==> config.mk <==
export PLATFORM = sky130hd
export DESIGN_NAME = pcie_cfg_arbiter_flat
export DESIGN_NICKNAME = d
export VERILOG_FILES = /design/src/rtl/pcie_cfg_arbiter_if.sv /design/src/rtl/pcie_cfg_arbiter.sv /design/src/flat_wrapper.sv
export SDC_FILE = /design/constraint.sdc
export NUM_CORES = 1
export LEC_CHECK = 0
export ABC_AREA = 1
export CORE_MARGIN = 2
export CORE_UTILIZATION = 40
export DETAILED_ROUTE_END_ITERATION = 7
export GPL_ROUTABILITY_DRIVEN = 0
export MAX_ROUTING_LAYER = met4
export PLACE_DENSITY = 0.77
export RECOVER_POWER = 25
export SYNTH_ARGS = -nofsm -noshare
export SYNTH_HDL_FRONTEND = slang
export SYNTH_SLANG_ARGS = --single-unit
==> constraint.sdc <==
create_clock -name clk -period 3.4 [get_ports clk]
set_input_delay 0.68 -clock clk [delete_from_list [all_inputs] [get_ports clk]]
set_output_delay 0.68 -clock clk [all_outputs]
set_load 0.1 [all_outputs]
==> src/rtl/pcie_cfg_arbiter_if.sv <==
// Request/response and APB bundle between requesters, the config arbiter and the register block.
interface pcie_cfg_arbiter_if #(
    parameter int NUM_REQ = 4
);
    logic [NUM_REQ-1:0]    req_valid;
    logic [NUM_REQ-1:0]    req_ready;
    logic [NUM_REQ-1:0]    req_write;
    logic [NUM_REQ*12-1:0] req_addr;
    logic [NUM_REQ*32-1:0] req_wdata;

    logic [NUM_REQ-1:0]    rsp_valid;
    logic [31:0]           rsp_rdata;
    logic                  rsp_err;

    logic                  psel;
    logic                  penable;
    logic                  pwrite;
    logic [11:0]           paddr;
    logic [31:0]           pwdata;
    logic                  pready;
    logic                  pslverr;
    logic [31:0]           prdata;

    // Arbiter side: APB master towards the register block, responder towards requesters.
    modport master (
        input  req_valid, req_write, req_addr, req_wdata,
        input  pready, pslverr, prdata,
        output req_ready, rsp_valid, rsp_rdata, rsp_err,
        output psel, penable, pwrite, paddr, pwdata
    );

    modport slave (
        output req_valid, req_write, req_addr, req_wdata,
        output pready, pslverr, prdata,
        input  req_ready, rsp_valid, rsp_rdata, rsp_err,
        input  psel, penable, pwrite, paddr, pwdata
    );
endinterface

==> src/rtl/pcie_cfg_arbiter.sv <==
// Round-robin arbiter serialising requester reads/writes into APB SETUP/ACCESS transfers (optional PCIE_CFG_ARB_TIMEOUT_EN).
// Latency: accept at edge 0, response pulse in cycle 3 + slave wait states; misaligned requests respond in cycle 1.
// Backpressure: one grant per IDLE cycle, combinational one-hot ready; losers hold valid until granted.
module pcie_cfg_arbiter #(
    parameter int NUM_REQ     = 4,
    parameter int TIMEOUT_CYC = 16
) (
    input  logic               clk,
    input  logic               rst_n,
    pcie_cfg_arbiter_if.master bus
);
    localparam int GW = (NUM_REQ > 1) ? $clog2(NUM_REQ) : 1;
    localparam logic [NUM_REQ-1:0] ONE = {{(NUM_REQ-1){1'b0}}, 1'b1};

    typedef enum logic [1:0] {IDLE, SETUP, ACCESS, RESP} state_t;

    state_t             state, state_nxt;
    logic [GW-1:0]      last_grant, grant;
    logic [GW-1:0]      pick;
    logic               pick_vld;
    logic [GW:0]        idx;
    logic               sel_write;
    logic [11:0]        sel_addr;
    logic [31:0]        sel_wdata;
    logic               sel_misaligned;

    logic               lat_write;
    logic [11:0]        lat_addr;
    logic [31:0]        lat_wdata;

    logic [NUM_REQ-1:0] req_ready_c;
    logic               rsp_err_c;
    logic [31:0]        rsp_rdata_c;

    logic               psel_q, penable_q, pwrite_q;
    logic [11:0]        paddr_q;
    logic [31:0]        pwdata_q;
    logic [NUM_REQ-1:0] rsp_valid_q;
    logic [31:0]        rsp_rdata_q;
    logic               rsp_err_q;

`ifdef PCIE_CFG_ARB_TIMEOUT_EN
    localparam int CW = $clog2(TIMEOUT_CYC + 1);
    logic [CW-1:0]      to_cnt, to_cnt_nxt;
`endif

    // Round-robin search starting one past the last winner.
    always_comb begin
        pick     = '0;
        pick_vld = 1'b0;
        idx      = '0;
        for (int k = 1; k <= NUM_REQ; k++) begin
            idx = {1'b0, last_grant} + (GW+1)'(k);
            if (idx >= (GW+1)'(NUM_REQ)) begin
                idx = idx - (GW+1)'(NUM_REQ);
            end
            if (!pick_vld && bus.req_valid[idx[GW-1:0]]) begin
                pick_vld = 1'b1;
                pick     = idx[GW-1:0];
            end
        end
    end

    always_comb begin
        sel_write = 1'b0;
        sel_addr  = '0;
        sel_wdata = '0;
        for (int i = 0; i < NUM_REQ; i++) begin
            if (pick == GW'(i)) begin
                sel_write = bus.req_write[i];
                sel_addr  = bus.req_addr[12*i +: 12];
                sel_wdata = bus.req_wdata[32*i +: 32];
            end
        end
        sel_misaligned = (sel_addr[1:0] != 2'b00);
    end

    always_comb begin
        state_nxt   = state;
        req_ready_c = '0;
        rsp_err_c   = 1'b0;
        rsp_rdata_c = '0;
`ifdef PCIE_CFG_ARB_TIMEOUT_EN
        to_cnt_nxt  = to_cnt;
`endif
        case (state)
            IDLE: begin
                if (pick_vld) begin
                    req_ready_c = ONE << pick;
                    if (sel_misaligned) begin
                        state_nxt = RESP;
                        rsp_err_c = 1'b1;
                    end else begin
                        state_nxt = SETUP;
                    end
                end
            end
            SETUP: begin
                state_nxt = ACCESS;
`ifdef PCIE_CFG_ARB_TIMEOUT_EN
                to_cnt_nxt = '0;
`endif
            end
            ACCESS: begin
                if (bus.pready) begin
                    state_nxt   = RESP;
                    rsp_err_c   = bus.pslverr;
                    rsp_rdata_c = (lat_write || bus.pslverr) ? 32'h0 : bus.prdata;
                end
`ifdef PCIE_CFG_ARB_TIMEOUT_EN
                else if (to_cnt == CW'(TIMEOUT_CYC - 1)) begin
                    state_nxt = RESP;
                    rsp_err_c = 1'b1;
                end else begin
                    to_cnt_nxt = to_cnt + 1'b1;
                end
`endif
            end
            RESP: begin
                state_nxt = IDLE;
            end
            default: begin
                state_nxt = IDLE;
            end
        endcase
    end

    // Ready is combinational, so it must be masked while reset holds the FSM.
    assign bus.req_ready = rst_n ? req_ready_c : '0;

    always_ff @(posedge clk or negedge rst_n) begin
        if (!rst_n) begin
            state       <= IDLE;
            last_grant  <= GW'(NUM_REQ - 1);
            grant       <= '0;
            lat_write   <= 1'b0;
            lat_addr    <= '0;
            lat_wdata   <= '0;
            psel_q      <= 1'b0;
            penable_q   <= 1'b0;
            pwrite_q    <= 1'b0;
            paddr_q     <= '0;
            pwdata_q    <= '0;
            rsp_valid_q <= '0;
            rsp_rdata_q <= '0;
            rsp_err_q   <= 1'b0;
        end else begin
            state <= state_nxt;
            if (state == IDLE && pick_vld) begin
                last_grant <= pick;
                grant      <= pick;
                lat_write  <= sel_write;
                lat_addr   <= sel_addr;
                lat_wdata  <= sel_wdata;
            end

            psel_q    <= (state_nxt == SETUP) || (state_nxt == ACCESS);
            penable_q <= (state_nxt == ACCESS);
            if (state_nxt == SETUP) begin
                pwrite_q <= sel_write;
                paddr_q  <= sel_addr;
                pwdata_q <= sel_wdata;
            end else if (state_nxt == ACCESS) begin
                pwrite_q <= lat_write;
                paddr_q  <= lat_addr;
                pwdata_q <= lat_wdata;
            end else begin
                pwrite_q <= 1'b0;
                paddr_q  <= '0;
                pwdata_q <= '0;
            end

            // A misaligned request jumps straight from IDLE, before grant has been loaded.
            if (state_nxt == RESP) begin
                rsp_valid_q <= ONE << ((state == IDLE) ? pick : grant);
                rsp_rdata_q <= rsp_rdata_c;
                rsp_err_q   <= rsp_err_c;
            end else begin
                rsp_valid_q <= '0;
                rsp_rdata_q <= '0;
                rsp_err_q   <= 1'b0;
            end
        end
    end

`ifdef PCIE_CFG_ARB_TIMEOUT_EN
    always_ff @(posedge clk or negedge rst_n) begin
        if (!rst_n) begin
            to_cnt <= '0;
        end else begin
            to_cnt <= to_cnt_nxt;
        end
    end
`endif

    assign bus.psel      = psel_q;
    assign bus.penable   = penable_q;
    assign bus.pwrite    = pwrite_q;
    assign bus.paddr     = paddr_q;
    assign bus.pwdata    = pwdata_q;
    assign bus.rsp_valid = rsp_valid_q;
    assign bus.rsp_rdata = rsp_rdata_q;
    assign bus.rsp_err   = rsp_err_q;
endmodule

==> src/flat_wrapper.sv <==
// flat-port wrapper written by rule: the top's interface ports become plain ports
module pcie_cfg_arbiter_flat 
#(
    parameter int NUM_REQ     = 4,
    parameter int TIMEOUT_CYC = 16
)
  (clk, rst_n, bus_req_valid, bus_req_write, bus_req_addr, bus_req_wdata, bus_pready, bus_pslverr, bus_prdata, bus_req_ready, bus_rsp_valid, bus_rsp_rdata, bus_rsp_err, bus_psel, bus_penable, bus_pwrite, bus_paddr, bus_pwdata);
  pcie_cfg_arbiter_if #(.NUM_REQ(NUM_REQ)) bus_i ();
  input  logic clk;
  input  logic rst_n;
  input wire logic [$bits(bus_i.req_valid)-1:0] bus_req_valid;
  input wire logic [$bits(bus_i.req_write)-1:0] bus_req_write;
  input wire logic [$bits(bus_i.req_addr)-1:0] bus_req_addr;
  input wire logic [$bits(bus_i.req_wdata)-1:0] bus_req_wdata;
  input wire logic [$bits(bus_i.pready)-1:0] bus_pready;
  input wire logic [$bits(bus_i.pslverr)-1:0] bus_pslverr;
  input wire logic [$bits(bus_i.prdata)-1:0] bus_prdata;
  output wire logic [$bits(bus_i.req_ready)-1:0] bus_req_ready;
  output wire logic [$bits(bus_i.rsp_valid)-1:0] bus_rsp_valid;
  output wire logic [$bits(bus_i.rsp_rdata)-1:0] bus_rsp_rdata;
  output wire logic [$bits(bus_i.rsp_err)-1:0] bus_rsp_err;
  output wire logic [$bits(bus_i.psel)-1:0] bus_psel;
  output wire logic [$bits(bus_i.penable)-1:0] bus_penable;
  output wire logic [$bits(bus_i.pwrite)-1:0] bus_pwrite;
  output wire logic [$bits(bus_i.paddr)-1:0] bus_paddr;
  output wire logic [$bits(bus_i.pwdata)-1:0] bus_pwdata;
  assign bus_i.req_valid = bus_req_valid;
  assign bus_i.req_write = bus_req_write;
  assign bus_i.req_addr = bus_req_addr;
  assign bus_i.req_wdata = bus_req_wdata;
  assign bus_i.pready = bus_pready;
  assign bus_i.pslverr = bus_pslverr;
  assign bus_i.prdata = bus_prdata;
  assign bus_req_ready = bus_i.req_ready;
  assign bus_rsp_valid = bus_i.rsp_valid;
  assign bus_rsp_rdata = bus_i.rsp_rdata;
  assign bus_rsp_err = bus_i.rsp_err;
  assign bus_psel = bus_i.psel;
  assign bus_penable = bus_i.penable;
  assign bus_pwrite = bus_i.pwrite;
  assign bus_paddr = bus_i.paddr;
  assign bus_pwdata = bus_i.pwdata;
  pcie_cfg_arbiter #(.NUM_REQ(NUM_REQ), .TIMEOUT_CYC(TIMEOUT_CYC)) u_core (.clk(clk), .rst_n(rst_n), .bus(bus_i));
endmodule
==> reports/metrics.csv, run 1 <==
metric,value,unit
power_frac_comb,64.8,%
layout.filler_cells,1362,
finalWirelength,20300,um
period_needed,3.22,ns
cp-start-kind,input pin,
clkLatencyLatePin,0.42,ns
yosys_register_bits,135,
numPortBuffers,307,
grt_remaining_overflow,0,
detailed_route_via_count,6448,
worstReg2RegEnd,u_core.lat_addr[8],
crit_arrival,2.54,ns
die_area,17200,um2
area.growth.synth_to_final,57.8,%
cap_violations,1,
internal-power,5450,uW
critical_path.max_fanout,6,
swShare,53.3,%
clock_tree.buffer_depth,2,
total_power,11700,uW
slew_headroom,-5.10,%
hold_depth,2,
cts.repair.resized,0,
chipHeight,131,um
outcome,"complete, but fails checks",
cts_max_level,4,
setup.worst_path.end_class,output pin,
hold_path_end,u_core.lat_wdata[17],
power.share.sequential,20.1,%
drt_pass1_iterations,4,
critical_path.reg2reg.startpoint,u_core.last_grant[0],
drc,0,
drt_iter0_markers,404,
clkSinkCount,135,
failed_checks,"max-capacitance violations, max-slew violations",
grt_max_degree,90,
reg2reg_slack,0.32,ns
crit_type,in -> out,
yosysTopAreaCell,dfrtp_1,
place.detailed.instances,1312,
finalClockSkew,0.00906,ns
route.detailed.vias_per_inst,4.80,
hold_path_class,reg -> reg,
share_of_the_clock_period_used_by_the_worst_path,94.6,%
ctsHoldBuffers,0,
yosys_warnings,0,
final_core_utilization,64.3,%
hold_violations,0,
total_switching_power,6230,uW
post-synth-top-area-fraction,51.6,%
synth_top_cells_by_area,"dfrtp_1, nand2_1, o21ai_0",
global_route_wire_length_before_repair,30300,um
place.detailed.hpwl,14600,um
num_cts_buffers,17,
pwr_density,1150,nW/um2
core_region_area,15800,um2
num_antenna_cells,0,
average_size_of_a_mapped_cell,7.96,um2
grt_pass1_vias,6226,
count_of_cells_along_the_worst_register_to_register_path,15,
post-cts-setup-buffer-count,0,
unrepaired_setup_endpoints_after_global_routing,false,
synth_seq_area_share,52.4,%
share_clk_of_total_power,15.2,%
power.leakage,0.00459,uW
crit_path_top_delay_cell,clkdlybuf4s50_1,
critical_path.cell_chain,clkdlybuf4s50_1 -> inv_1 -> nand2_1 -> nand3_1 -> nand2_1 -> nor2_4 -> nand3_1 -> nand3_4 -> buf_4 -> nor3_2 -> buf_12,
mappedNetlistArea,6450,um2
cts_root_buffer,clkbuf_16,
initial_core_util,40.8,%
layout.nets,1342,
die_extent_in_x,131,um
startpoint_of_the_most_critical_hold_path,u_core.lat_wdata[17],
finalSetupViolCount,0,
achievable-frequency,311,MHz
clk_pin_slew,0.06,ns
synth.distinct_cells,27,
fin_tns_setup,0,ns
cts_tree,yes,
finalMaxSlewViolations,65,
slew_of_the_pin_with_the_lowest_slew_margin,1.58,ns
drtAntennaViolNets,0,
row_count,46,
power.ir.vdd_worst,861,uV
design.portCount,308,
final_layout_size_suffix_gt1_share,8.16,%
preCtsSetupSlack,-0.0732,ns
setup_ws,0.182,ns
worstPathRequired,2.72,ns
postSynthNetCount,1037,
avgRoutedWirePerCell,15.1,um
finish.cell_count_without_fillers,1344,
groute.usage.overall,24.0,%
grt_antenna_before_repair,0,
critPathMaxStageDelay,0.49,ns
synthCells,811,
==> per-stage QoR <==
stage / hold WS (ns) / instance area (um2)
6_report: 0.484 / 10200
5_1_grt: 0.518 / 10200
4_1_cts: 0.473 / 10300
3_5_place_dp: 0.473 / 9680
3_3_place_gp: 0.465 / 9680
2_1_floorplan: 0.384 / 6470
==> area by class of cell <==
type                       count  area [um2]  area share, %
sequential                   135        3380           33.2
clock buffer                  19         443           4.35
clock inverter                12         130           1.28
inverter                      70         263           2.58
timing repair buffer         326        3120           30.7
tap                          216         270           2.65
multi-input combinational    566        2570           25.3
==> sequential cells by signal (all words and copies together) (netlist names) <==
register,flops
u_core.bus.rsp_err,1
u_core.bus.paddr,12
u_core.bus.pwdata,32
u_core.lat_wdata,32
u_core.lat_addr,12
u_core.last_grant,2
u_core.state,2
u_core.lat_write,1
u_core.bus.psel,1
u_core.bus.pwrite,1
u_core.bus.penable,1
u_core.grant,2
u_core.bus.rsp_rdata,32
u_core.bus.rsp_valid,4
==> cells in the mapped netlist (all sizes together) <==
cell	n
nand4	49
ha	6
inv	70
o22ai	2
nor3	7
nand2	349
buf	29
dfstp	2
a22o	3
dfrtp	133
nor2	47
a21oi	3
clkbuf	11
o21ai	88
nand3	12
==> worst max-delay path, delay by kind of cell <==
family,cells,cell delay (ns)
buffers and inverters,4,0.95
and+or+nand+nor,7,0.91
==> per-layer routing <==
layer	vias to the layer above	track usage, %	wire (um)
met4	0	10.5	606
li1	3182	-	-
met5	-	-	0
met3	47	6.72	1620
met1	2980	26.9	7890
met2	239	40.1	10200
==> worst max-delay path by stage <==
stage / startpoint / endpoint / slack (ns) / cells past startpoint
after global placement: bus_req_valid[3] / u_core.lat_wdata[6] / -0.02 / 15
after floorplan: bus_req_valid[2] / bus_req_ready[1] / -0.17 / 11
after CTS: bus_req_valid[3] / bus_req_ready[0] / 0.1 / 11
final: bus_req_valid[3] / bus_req_ready[0] / 0.18 / 11
after global routing: u_core.last_grant[0] / u_core.lat_wdata[28] / 0.002 / 15
after detailed placement: bus_req_valid[3] / u_core.bus.pwdata[5] / -0.07 / 24
==> logic make-up after synthesis <==
family                   after synthesis  share of synthesized area (%)
AO/OA/AOI/OAI                         96                           7.66
flip-flops                           135                           52.4
AND/OR/NAND/NOR                      464                           30.6
buffers and inverters                110                           8.20
adder cells (fa/ha/maj)                6                           1.16
==> power by group through the flow <==
stage | clock, uW | sequential, uW | combinational, uW
after CTS | 1800 | 2350 | 7610
final | 1770 | 2340 | 7570
after detailed placement | 0 | 2370 | 7580
after global placement | 0 | 2350 | 7450
after floorplan | 0 | 3750 | 4170
after global routing | 1880 | 2390 | 8370
==> cells in the final DEF (no fill, tap or decap) <==
cell type / synthesis / layout
nor3_2: 0 / 3
inv_2: 6 / 6
o21ai_1: 24 / 24
nand3_4: 0 / 1
clkinv_4: 0 / 4
o22ai_1: 2 / 2
clkinvlp_4: 0 / 2
nand4_1: 49 / 49
nand3_1: 10 / 10
clkbuf_8: 0 / 1
clkbuf_2: 0 / 1
a21oi_1: 3 / 3
buf_4: 3 / 25
dfstp_2: 2 / 2
nor2_2: 1 / 2
clkdlybuf4s50_1: 0 / 264
nand2_4: 2 / 2
clkbuf_16: 0 / 18
nor2_1: 42 / 41
inv_1: 64 / 64
nor3_1: 7 / 4
nor2_4: 2 / 2
dfrtp_1: 133 / 133
clkbuf_1: 10 / 28
bufinv_16: 0 / 2
nand3_2: 2 / 1
nand2_2: 4 / 5
ha_1: 6 / 5
a22o_1: 3 / 3
nand2_1: 343 / 342
o21ai_0: 64 / 64
ha_2: 0 / 1
clkinv_2: 0 / 4
buf_12: 0 / 8
nor2_8: 2 / 2
Note: power is estimated with default switching activity, not from simulation.
==> run 2: changes to the inputs <==
--- a/config.mk
+++ b/config.mk
@@ -6,13 +6,17 @@
 export NUM_CORES = 1
 export LEC_CHECK = 0
 export ABC_AREA = 1
+export CELL_PAD_IN_SITES_DETAIL_PLACEMENT = 1
+export CELL_PAD_IN_SITES_GLOBAL_PLACEMENT = 2
 export CORE_MARGIN = 2
-export CORE_UTILIZATION = 40
+export CORE_UTILIZATION = 22
 export DETAILED_ROUTE_END_ITERATION = 7
 export GPL_ROUTABILITY_DRIVEN = 0
 export MAX_ROUTING_LAYER = met4
-export PLACE_DENSITY = 0.77
+export PLACE_DENSITY = 0.79
 export RECOVER_POWER = 25
+export SKIP_CTS_REPAIR_TIMING = 1
+export SLEW_MARGIN = 40
 export SYNTH_ARGS = -nofsm -noshare
 export SYNTH_HDL_FRONTEND = slang
 export SYNTH_SLANG_ARGS = --single-unit
==> run 2 against run 1 <==
  * The run still ends with max-capacitance violations, max-slew violations left
  * Register-to-register slack gained 0.05 ns
  * Die area is 79% higher
  * Non-clock buffer count increased by 14
  * Sequential power about the same
  * Critical path type unchanged
  * Critical endpoint is now bus_req_ready[1]
  * Largest power group unchanged
==> reports/metrics.csv, run 2 (synthesis gave the netlist of run 1 again) <==
metric,value,unit
slew_headroom,-23.8,%
crit_type,in -> out,
drt_pass1_iterations,4,
startpoint,bus_req_valid[2],
finalMaxSlewViolations,137,
layout.nets,1356,
cts_tree,yes,
crit_arrival,2.54,ns
row_count,62,
cts_max_level,4,
power.ir.vdd_worst,599,uV
critical_path.reg2reg.startpoint,u_core.last_grant[0],
achievable-frequency,310,MHz
clk_pin_slew,0.06,ns
setup.worst_path.end_class,output pin,
die_extent_in_x,175,um
avgRoutedWirePerCell,16.0,um
slew_of_the_pin_with_the_lowest_slew_margin,1.86,ns
route.detailed.vias_per_inst,4.24,
hold_violations,0,
num_cts_buffers,17,
worstPathRequired,2.72,ns
outcome,"complete, but fails checks",
hold_path_class,reg -> reg,
pwr_density,1190,nW/um2
finalClockSkew,0.00799,ns
core_region_area,28800,um2
area.growth.synth_to_final,63.7,%
layout.cells.most_common,nand2_1,
unrepaired_setup_endpoints_after_global_routing,false,
drtAntennaViolNets,0,
period_needed,3.22,ns
final_layout_size_suffix_gt1_share,16.0,%
cap_violations,2,
place.detailed.instances,1492,
grt_remaining_overflow,0,
numPortBuffers,307,
fin_tns_setup,0,ns
cts_root_buffer,clkbuf_16,
final.hold.worst_slack,0.485,ns
grt_antenna_before_repair,1,
finalWirelength,24400,um
startpoint_of_the_most_critical_hold_path,u_core.grant[0],
place.detailed.hpwl,18300,um
groute.usage.overall,16.6,%
initial_core_util,22.4,%
clkLatencyLatePin,0.42,ns
share_of_the_clock_period_used_by_the_worst_path,94.7,%
clkSinkCount,135,
die_area,30700,um2
critical_path.max_fanout,6,
finalSetupViolCount,0,
clock_tree.buffer_depth,2,
chipHeight,175,um
critPathMaxStageDelay,0.48,ns
most-common-layout-cells,"nand2_1, clkdlybuf4s50_1, dfrtp_1",
layout.filler_cells,3413,
crit_path_frequent_cell,nand2_1,
power.leakage,0.00490,uW
detailed_route_via_count,6474,
cp-start-kind,input pin,
drt_iter0_markers,219,
design.portCount,308,
failed_checks,"max-capacitance violations, max-slew violations",
global_route_wire_length_before_repair,38100,um
drc,0,
finish.cell_count_without_fillers,1528,
critical_path.cell_chain,clkdlybuf4s50_1 -> nand2_1 -> nand2_1 -> nand2_1 -> nand2_2 -> nor2_4 -> nand3_1 -> nand3_4 -> buf_4 -> nor3_4 -> buf_12,
grt_max_degree,72,
grt_pass1_vias,6930,
crit_path_top_delay_cell,clkdlybuf4s50_1,
[run 2: layer usage]
metal / up-vias / wire length, um / share of wire [%] / global-route usage (%)
met5: - / 0 / 0 / -
met4: 0 / 429 / 1.8 / 5.00
met3: 27 / 1220 / 5.0 / 3.05
met2: 172 / 12600 / 51 / 28.9
met1: 3072 / 10200 / 42 / 19.4
li1: 3203 / - / - / -
[run 2: final cells by class]
class / instances / area, um2 / share of cell area [%]
inverter: 70 / 263 / 2.49
clock buffer: 17 / 425 / 4.03
multi-input combinational: 566 / 2610 / 24.7
timing repair buffer: 340 / 3210 / 30.4
antenna: 1 / 2.50 / 0.0237
sequential: 135 / 3380 / 32.0
clock inverter: 15 / 194 / 1.84
tap: 384 / 480 / 4.55
[run 2: power breakdown]
| group | total, uW | internal (uW) | switching, uW |
|---|---|---|---|
| clock network | 1960 | 1180 | 781 |
| registers | 2330 | 2170 | 162 |
| logic | 8260 | 2570 | 5680 |
[run 2: worst paths after layout]
| check | to | slack (ns) | cells after the start |
|---|---|---|---|
| setup / recovery | bus_req_ready[1] | 0.18 | 11 |
| hold / removal | u_core.grant[0] | 0.48 | 2 |
| setup reg to reg | u_core.bus.paddr[10] | 0.37 | 21 |
| hold reg to reg | u_core.grant[0] | 0.48 | 2 |
| max in group asynchronous | u_core.grant[0] | 1.26 | 2 |
| min in group asynchronous | u_core.lat_addr[2] | 0.95 | 2 |
[run 2: per-stage QoR]
stage	utilization (%)	setup slack, ns	instance area, um2	power [uW]
floorplan	-	-0.171	6470	7920
global placement	34.7	-0.0695	9990	10600
finish	36.7	0.179	10600	12500
global route	36.7	0.000998	10600	13700
CTS	36.5	0.0366	10500	12700
detailed placement	34.3	-0.145	9880	10700
[run 2: worst max-delay path, delay by kind of cell]
| kind | cells | cell delay, ns |
|---|---|---|
| buffers and inverters | 3 | 0.90 |
| AND/OR/NAND/NOR | 8 | 0.95 |
